--- config.mk ---
export PLATFORM = sky130hd
export DESIGN_NAME = uart_tx_fifo
export DESIGN_NICKNAME = d
export VERILOG_FILES = /design/src/rtl/uart_tx_fifo_pkg.sv /design/src/rtl/uart_tx_fifo_sync_fifo.sv /design/src/rtl/uart_tx_fifo.sv
export SDC_FILE = /design/constraint.sdc
export NUM_CORES = 1
export LEC_CHECK = 0
export ABC_CLOCK_PERIOD_IN_PS = 5650
export CORE_MARGIN = 2
export CORE_UTILIZATION = 61
export CTS_BUF_LIST = sky130_fd_sc_hd__clkbuf_4 sky130_fd_sc_hd__clkbuf_8 sky130_fd_sc_hd__clkbuf_16
export DETAILED_ROUTE_END_ITERATION = 10
export PLACE_DENSITY = 0.8
export SLEW_MARGIN = 20
export SYNTH_ARGS = -nofsm -noshare
export SYNTH_HDL_FRONTEND = slang
export SYNTH_SLANG_ARGS = --single-unit
--- constraint.sdc ---
create_clock -name i_clk -period 5.65 [get_ports i_clk]
set_input_delay 1.13 -clock i_clk [delete_from_list [all_inputs] [get_ports i_clk]]
set_output_delay 1.13 -clock i_clk [all_outputs]
set_load 0.02 [all_outputs]
--- src/rtl/uart_tx_fifo_pkg.sv ---
// Shared constants and launch-FSM state encoding for uart_tx_fifo.
// CR_PEND is only reachable when UART_TX_FIFO_CRLF_EN is defined.
package uart_tx_fifo_pkg;

    localparam logic [7:0] ASCII_CR          = 8'h0D;
    localparam logic [7:0] ASCII_LF          = 8'h0A;
    localparam int         WAIT_BUSY_TIMEOUT = 4;

    typedef enum logic [2:0] {
        IDLE,
        POP,
        LAUNCH,
        WAIT_BUSY,
        WAIT_READY,
        CR_PEND
    } tx_state_t;

endpackage

--- src/rtl/uart_tx_fifo_sync_fifo.sv ---
// Single-clock circular FIFO: RAM, wrapping pointers, occupancy count and
// flags derived from the registered count, plus a sticky overflow flag.
module sync_fifo
    import uart_tx_fifo_pkg::*;
#(
    parameter int DEPTH_LOG2 = 4,
    parameter int WIDTH      = 8
) (
    input  logic                  clk,
    input  logic                  rst,
    input  logic                  wr_en,
    input  logic [WIDTH-1:0]      wr_data,
    input  logic                  rd_en,
    output logic [WIDTH-1:0]      rd_data,
    output logic                  full,
    output logic                  empty,
    output logic [DEPTH_LOG2:0]   count,
    output logic                  overflow
);

    localparam int DEPTH = 1 << DEPTH_LOG2;

    logic [WIDTH-1:0]      mem [DEPTH];
    logic [DEPTH_LOG2-1:0] wr_ptr;
    logic [DEPTH_LOG2-1:0] rd_ptr;
    logic                  wr_ok;
    logic                  rd_ok;

    assign full  = (count == (DEPTH_LOG2 + 1)'(DEPTH));
    assign empty = (count == '0);
    assign wr_ok = wr_en && !full;
    assign rd_ok = rd_en && !empty;
    assign rd_data = mem[rd_ptr];

    // Storage has no reset; only locations behind a valid count are ever read.
    always_ff @(posedge clk) begin
        if (wr_ok)
            mem[wr_ptr] <= wr_data;
    end

    always_ff @(posedge clk or posedge rst) begin
        if (rst) begin
            wr_ptr   <= '0;
            rd_ptr   <= '0;
            count    <= '0;
            overflow <= 1'b0;
        end else begin
            if (wr_ok)
                wr_ptr <= wr_ptr + 1'b1;
            if (rd_ok)
                rd_ptr <= rd_ptr + 1'b1;
            case ({wr_ok, rd_ok})
                2'b10:   count <= count + 1'b1;
                2'b01:   count <= count - 1'b1;
                default: count <= count;
            endcase
            // Full is judged at the start of the cycle, so a same-cycle pop
            // does not rescue the write.
            if (wr_en && full)
                overflow <= 1'b1;
        end
    end

endmodule

--- src/rtl/uart_tx_fifo.sv ---
// Byte FIFO plus launch sequencer feeding uart_tx over its i_en/o_ready handshake.
// Optional UART_TX_FIFO_CRLF_EN: a popped LF goes out as CR then LF.
module uart_tx_fifo
    import uart_tx_fifo_pkg::*;
#(
    parameter int p_DEPTH_LOG2 = 4
) (
    input  logic                  i_clk,
    input  logic                  i_rst,
    input  logic                  i_wr_en,
    input  logic [7:0]            i8_wr_data,
    output logic                  o_full,
    output logic                  o_empty,
    output logic [p_DEPTH_LOG2:0] o_count,
    output logic                  o_overflow,
    output logic                  o_tx_en,
    output logic [7:0]            o8_txdata,
    input  logic                  i_tx_ready,
    output logic                  o_busy
);

    tx_state_t  state;
    tx_state_t  next_state;
    logic       pop;
    logic [7:0] rd_data;
    logic [2:0] wait_cnt;
`ifdef UART_TX_FIFO_CRLF_EN
    logic       lf_pend;
`endif

    sync_fifo #(
        .DEPTH_LOG2 (p_DEPTH_LOG2),
        .WIDTH      (8)
    ) u_fifo (
        .clk      (i_clk),
        .rst      (i_rst),
        .wr_en    (i_wr_en),
        .wr_data  (i8_wr_data),
        .rd_en    (pop),
        .rd_data  (rd_data),
        .full     (o_full),
        .empty    (o_empty),
        .count    (o_count),
        .overflow (o_overflow)
    );

    always_ff @(posedge i_clk or posedge i_rst) begin
        if (i_rst)
            state <= IDLE;
        else
            state <= next_state;
    end

    always_comb begin
        next_state = state;
        pop        = 1'b0;
        case (state)
            IDLE: begin
                if (!o_empty && i_tx_ready) begin
                    next_state = POP;
                    pop        = 1'b1;
                end
            end
            POP:       next_state = LAUNCH;
            LAUNCH:    next_state = WAIT_BUSY;
            // uart_tx may finish (or never drop ready) before we see it busy.
            WAIT_BUSY: begin
                if (!i_tx_ready || wait_cnt == 3'(WAIT_BUSY_TIMEOUT - 1))
                    next_state = WAIT_READY;
            end
            WAIT_READY: begin
                if (i_tx_ready) begin
`ifdef UART_TX_FIFO_CRLF_EN
                    next_state = lf_pend ? CR_PEND : IDLE;
`else
                    next_state = IDLE;
`endif
                end
            end
`ifdef UART_TX_FIFO_CRLF_EN
            CR_PEND:   next_state = LAUNCH;
`endif
            default:   next_state = IDLE;
        endcase
    end

    always_ff @(posedge i_clk or posedge i_rst) begin
        if (i_rst) begin
            o8_txdata <= 8'h00;
            wait_cnt  <= '0;
        end else begin
            wait_cnt <= (state == WAIT_BUSY) ? wait_cnt + 3'd1 : 3'd0;
            if (pop) begin
`ifdef UART_TX_FIFO_CRLF_EN
                o8_txdata <= (rd_data == ASCII_LF) ? ASCII_CR : rd_data;
`else
                o8_txdata <= rd_data;
`endif
            end
`ifdef UART_TX_FIFO_CRLF_EN
            else if (next_state == CR_PEND) begin
                o8_txdata <= ASCII_LF;
            end
`endif
        end
    end

`ifdef UART_TX_FIFO_CRLF_EN
    // Remembers that the CR just launched still owes the held LF.
    always_ff @(posedge i_clk or posedge i_rst) begin
        if (i_rst)
            lf_pend <= 1'b0;
        else if (pop)
            lf_pend <= (rd_data == ASCII_LF);
        else if (next_state == CR_PEND)
            lf_pend <= 1'b0;
    end
`endif

    assign o_tx_en = (state == LAUNCH);
    assign o_busy  = (state != IDLE);

endmodule

==> summary.txt <==
Outcome
  – Status: completed

Worst hold path
  – Hold path endpoint: wait_cnt[0]
  – Worst min path class: reg2reg
  – Hold Path Stages: 1
  – Hold Path Origin: wait_cnt[0]

Worst setup path
  – Critical path's top delay family: buffers and inverters
  – R2R Path End: u_fifo.count[4]
  – Required @ worst endpoint: 6.05 ns
  – Crit. Startpoint: i_tx_ready
  – Setup CP Type: in2reg
  – Register-to-Register Path Depth: 11
  – CP most frequent cell: inv_1
  – R2R setup slack: 2.42 ns
  – CP startpoint kind: input port
  – CP Capture Type: register
  – CP cell instances: clkdlybuf4s50_1 > inv_1 > a211oi_4 > buf_4 > ha_1 > inv_1 > fa_1 > nor2b_1 > o21ai_0 > nand3_1 > or3b_2 > xnor2_1
  – R2R Path Start: state[0]
  – Buffers & Inverters on Critical Path: 4
  – Crit-path max cell delay: 0.47 ns
  – Crit Path Max Fanout: 22
  – Arrival time at the worst endpoint: ~3.9 ns
  – CP max-delay cell: clkdlybuf4s50_1

Clock tree
  – Worst skew pair latency: 0.52 ns
  – Clock root cell: clkbuf_8
  – Resize count post-CTS: 0
  – CTS Hold Bufs: 0
  – H-tree Lvls: 4
  – Postcts setup bufs: 0
  – TritonCTS clock tree: built
  – Clock buffer count from CTS: 17
  – Clk sinks: 156
  – Clock-pin slew on the worst setup and hold paths: 0.06 ns
  – Max clock buf depth: 2

Die
  – Starting Density: 62.2%
  – Die Y: around 110 um
  – # rows: 37
  – Die ar.: 11,300 um2
  – Io pins: 30
  – Core area: 10,200 um2
  – Die X: 106 um

Place
  – Dpl hpwl: 7240 um
  – Buffers on Ports: 29
  – Routability cong.: 0.807
  – Placed Instances: between 400 and 500

Synth
  – Synth cell types: 40
  – Count leader, synth: edfxtp_1
  – Synth Area per Inst: between 15 and 20 um2
  – Synth area leader: edfxtp_1
  – Ys flop type: edfxtp_1
  – Synthesized area: 6370 um2
  – Synth top area share: 60.4%
  – Post-synth ARST share: 17.9%
  – Synth area leaders: edfxtp_1, dfrtp_1, mux4_1, mux4_2, ha_1
  – Yosys reg bits: 156
  – Synth Warn #: 0
  – Seq/Total Area, Yosys: 71.4%
  – Syn nets: roughly 360
  – Gate Count Post-Synth: 338
  – EDFF count, synth: 128
  – Top cells by count, synth: edfxtp_1, dfrtp_1, mux4_1, nor2_1, o22ai_1

Routing
  – Drt via density: 6.02
  – Via Count: 3,146
  – Wirelength, routed: approximately 11,000 um
  – Initial DRC Count: 347
  – DRC Markers: 0
  – DRT antenna net count: 0
  – Drt pass-1 iters: 5
  – Drt wl/cell: 21.9 um

Global routing
  – Total GRT Usage: 22.4%
  – Initial antenna violation count: 0
  – Global route total overflow: 0
  – Number of global-route vias before repair: 3,190
  – Global-route wire length before repair: 17,900 um
  – Pin count of the biggest net entering global routing: 35

Finish
  – Nets@finish: 398
  – Layout cell share with drive strength beyond 1: between 10% and 20%
  – Final Util: 72.0%
  – Final Non-Filler Cells: 523
  – Antenna Cells: 0
  – P&R area growth vs syn: 15.7%

STA
  – Clk_skew: 0.00755 ns
  – RSZ-0062 raised after global routing: no
  – Period utilization: between 60% and 70%
  – Fin. max-slew vios: 0
  – Final hold viol count: 0
  – Setup TNS: 0 ns
  – Relative slew slack: 28.8%
  – Final setup vio count: 0
  – Worst Max-Slew Pin Slew: roughly 1.1 ns
  – Period minus WS final: ~3.5 ns
  – Max Fclk: between 200 and 300 MHz

Power and ir drop
  – Worst VDD drop: 0.310 mV
  – Pleak: 2.59 nW
  – PwrDens: 504 nW/um2
  – Power, Total: 3.71 mW

Run
  – Max cap viols: 0
## metal layers
metal	vias to the layer above	part of all wire [%]	wire, um	global-route usage (%)
met2	111	50	5700	34.1
met5	-	0	0	0
met4	0	2.4	279	11.0
met3	19	5.4	623	4.84
li1	1412	-	-	-
met1	1604	42	4860	31.2
## worst max-delay path by stage
stage,end,slack (ns),cells past startpoint
3_3_place_gp,u_fifo.count[4],1.79,12
6_report,u_fifo.count[4],2.17,12
2_1_floorplan,u_fifo.count[4],2.37,11
3_5_place_dp,u_fifo.count[4],1.66,12
5_1_grt,u_fifo.count[4],2.00,12
4_1_cts,u_fifo.count[4],2.21,12
## cell usage in the layout, fill, tap and decap left out, types with 5 or more instances in the layout
cell type and count:
edfxtp_1 128, xnor2_1 6, a21oi_1 11, clkdlybuf4s50_1 29, clkbuf_4 5, inv_1 12, o21ai_0 5, mux4_2 11
clkinv_2 5, mux4_1 21, o22ai_1 16, nand2_1 12, nor2_1 17, ha_1 11, buf_4 5, clkbuf_16 19
mux2_2 9, dfrtp_1 27
## registers in the layout, indices dropped and copies added (netlist names)
| register | count |
|---|---|
| u_fifo.mem | 128 |
| u_fifo.wr_ptr | 4 |
| u_fifo.count | 5 |
| u_fifo.overflow | 1 |
| u_fifo.rd_ptr | 4 |
| wait_cnt | 3 |
| o8_txdata | 8 |
| state | 3 |
## per-stage QoR
| step | instance area [um2] | hold WS (ns) | worst slack [ns] |
|---|---|---|---|
| detailed placement | 6770 | 0.425 | 1.66 |
| finish | 7370 | 0.429 | 2.17 |
| global route | 7370 | 0.446 | 2.00 |
| CTS | 7370 | 0.433 | 2.21 |
| global placement | 6770 | 0.425 | 1.79 |
| floorplan | 6370 | 0.408 | 2.37 |
## where the power goes
group          internal, mW  total, mW  switching (mW)  leakage (nW)
logic                 0.492      0.970           0.479         0.797
registers              1.44       1.64           0.203          1.49
clock network         0.696       1.10           0.409         0.305
total                  2.62       3.71            1.09          2.59
## final cells by class
| cell class | instances | area (um2) |
|---|---|---|
| clock inverter | 6 | 55.1 |
| clock buffer | 26 | 541 |
| multi-input combinational | 152 | 1680 |
| tap | 136 | 170 |
| timing repair buffer | 34 | 328 |
| fill | 581 | 2870 |
| inverter | 13 | 48.8 |
| sequential | 156 | 4550 |
## cell families after synthesis
family | count (synthesis) | synth area share, %
AOI/OAI and AO/OA | 36 | 3.52
xor gates and xnor gates | 10 | 1.49
adders and majority gates | 12 | 2.48
buffers and inverters | 30 | 2.38
DFF | 156 | 71.4
muxes | 42 | 14.3
and+or+nand+nor | 52 | 4.48
Power figures use the tool's default switching activity.
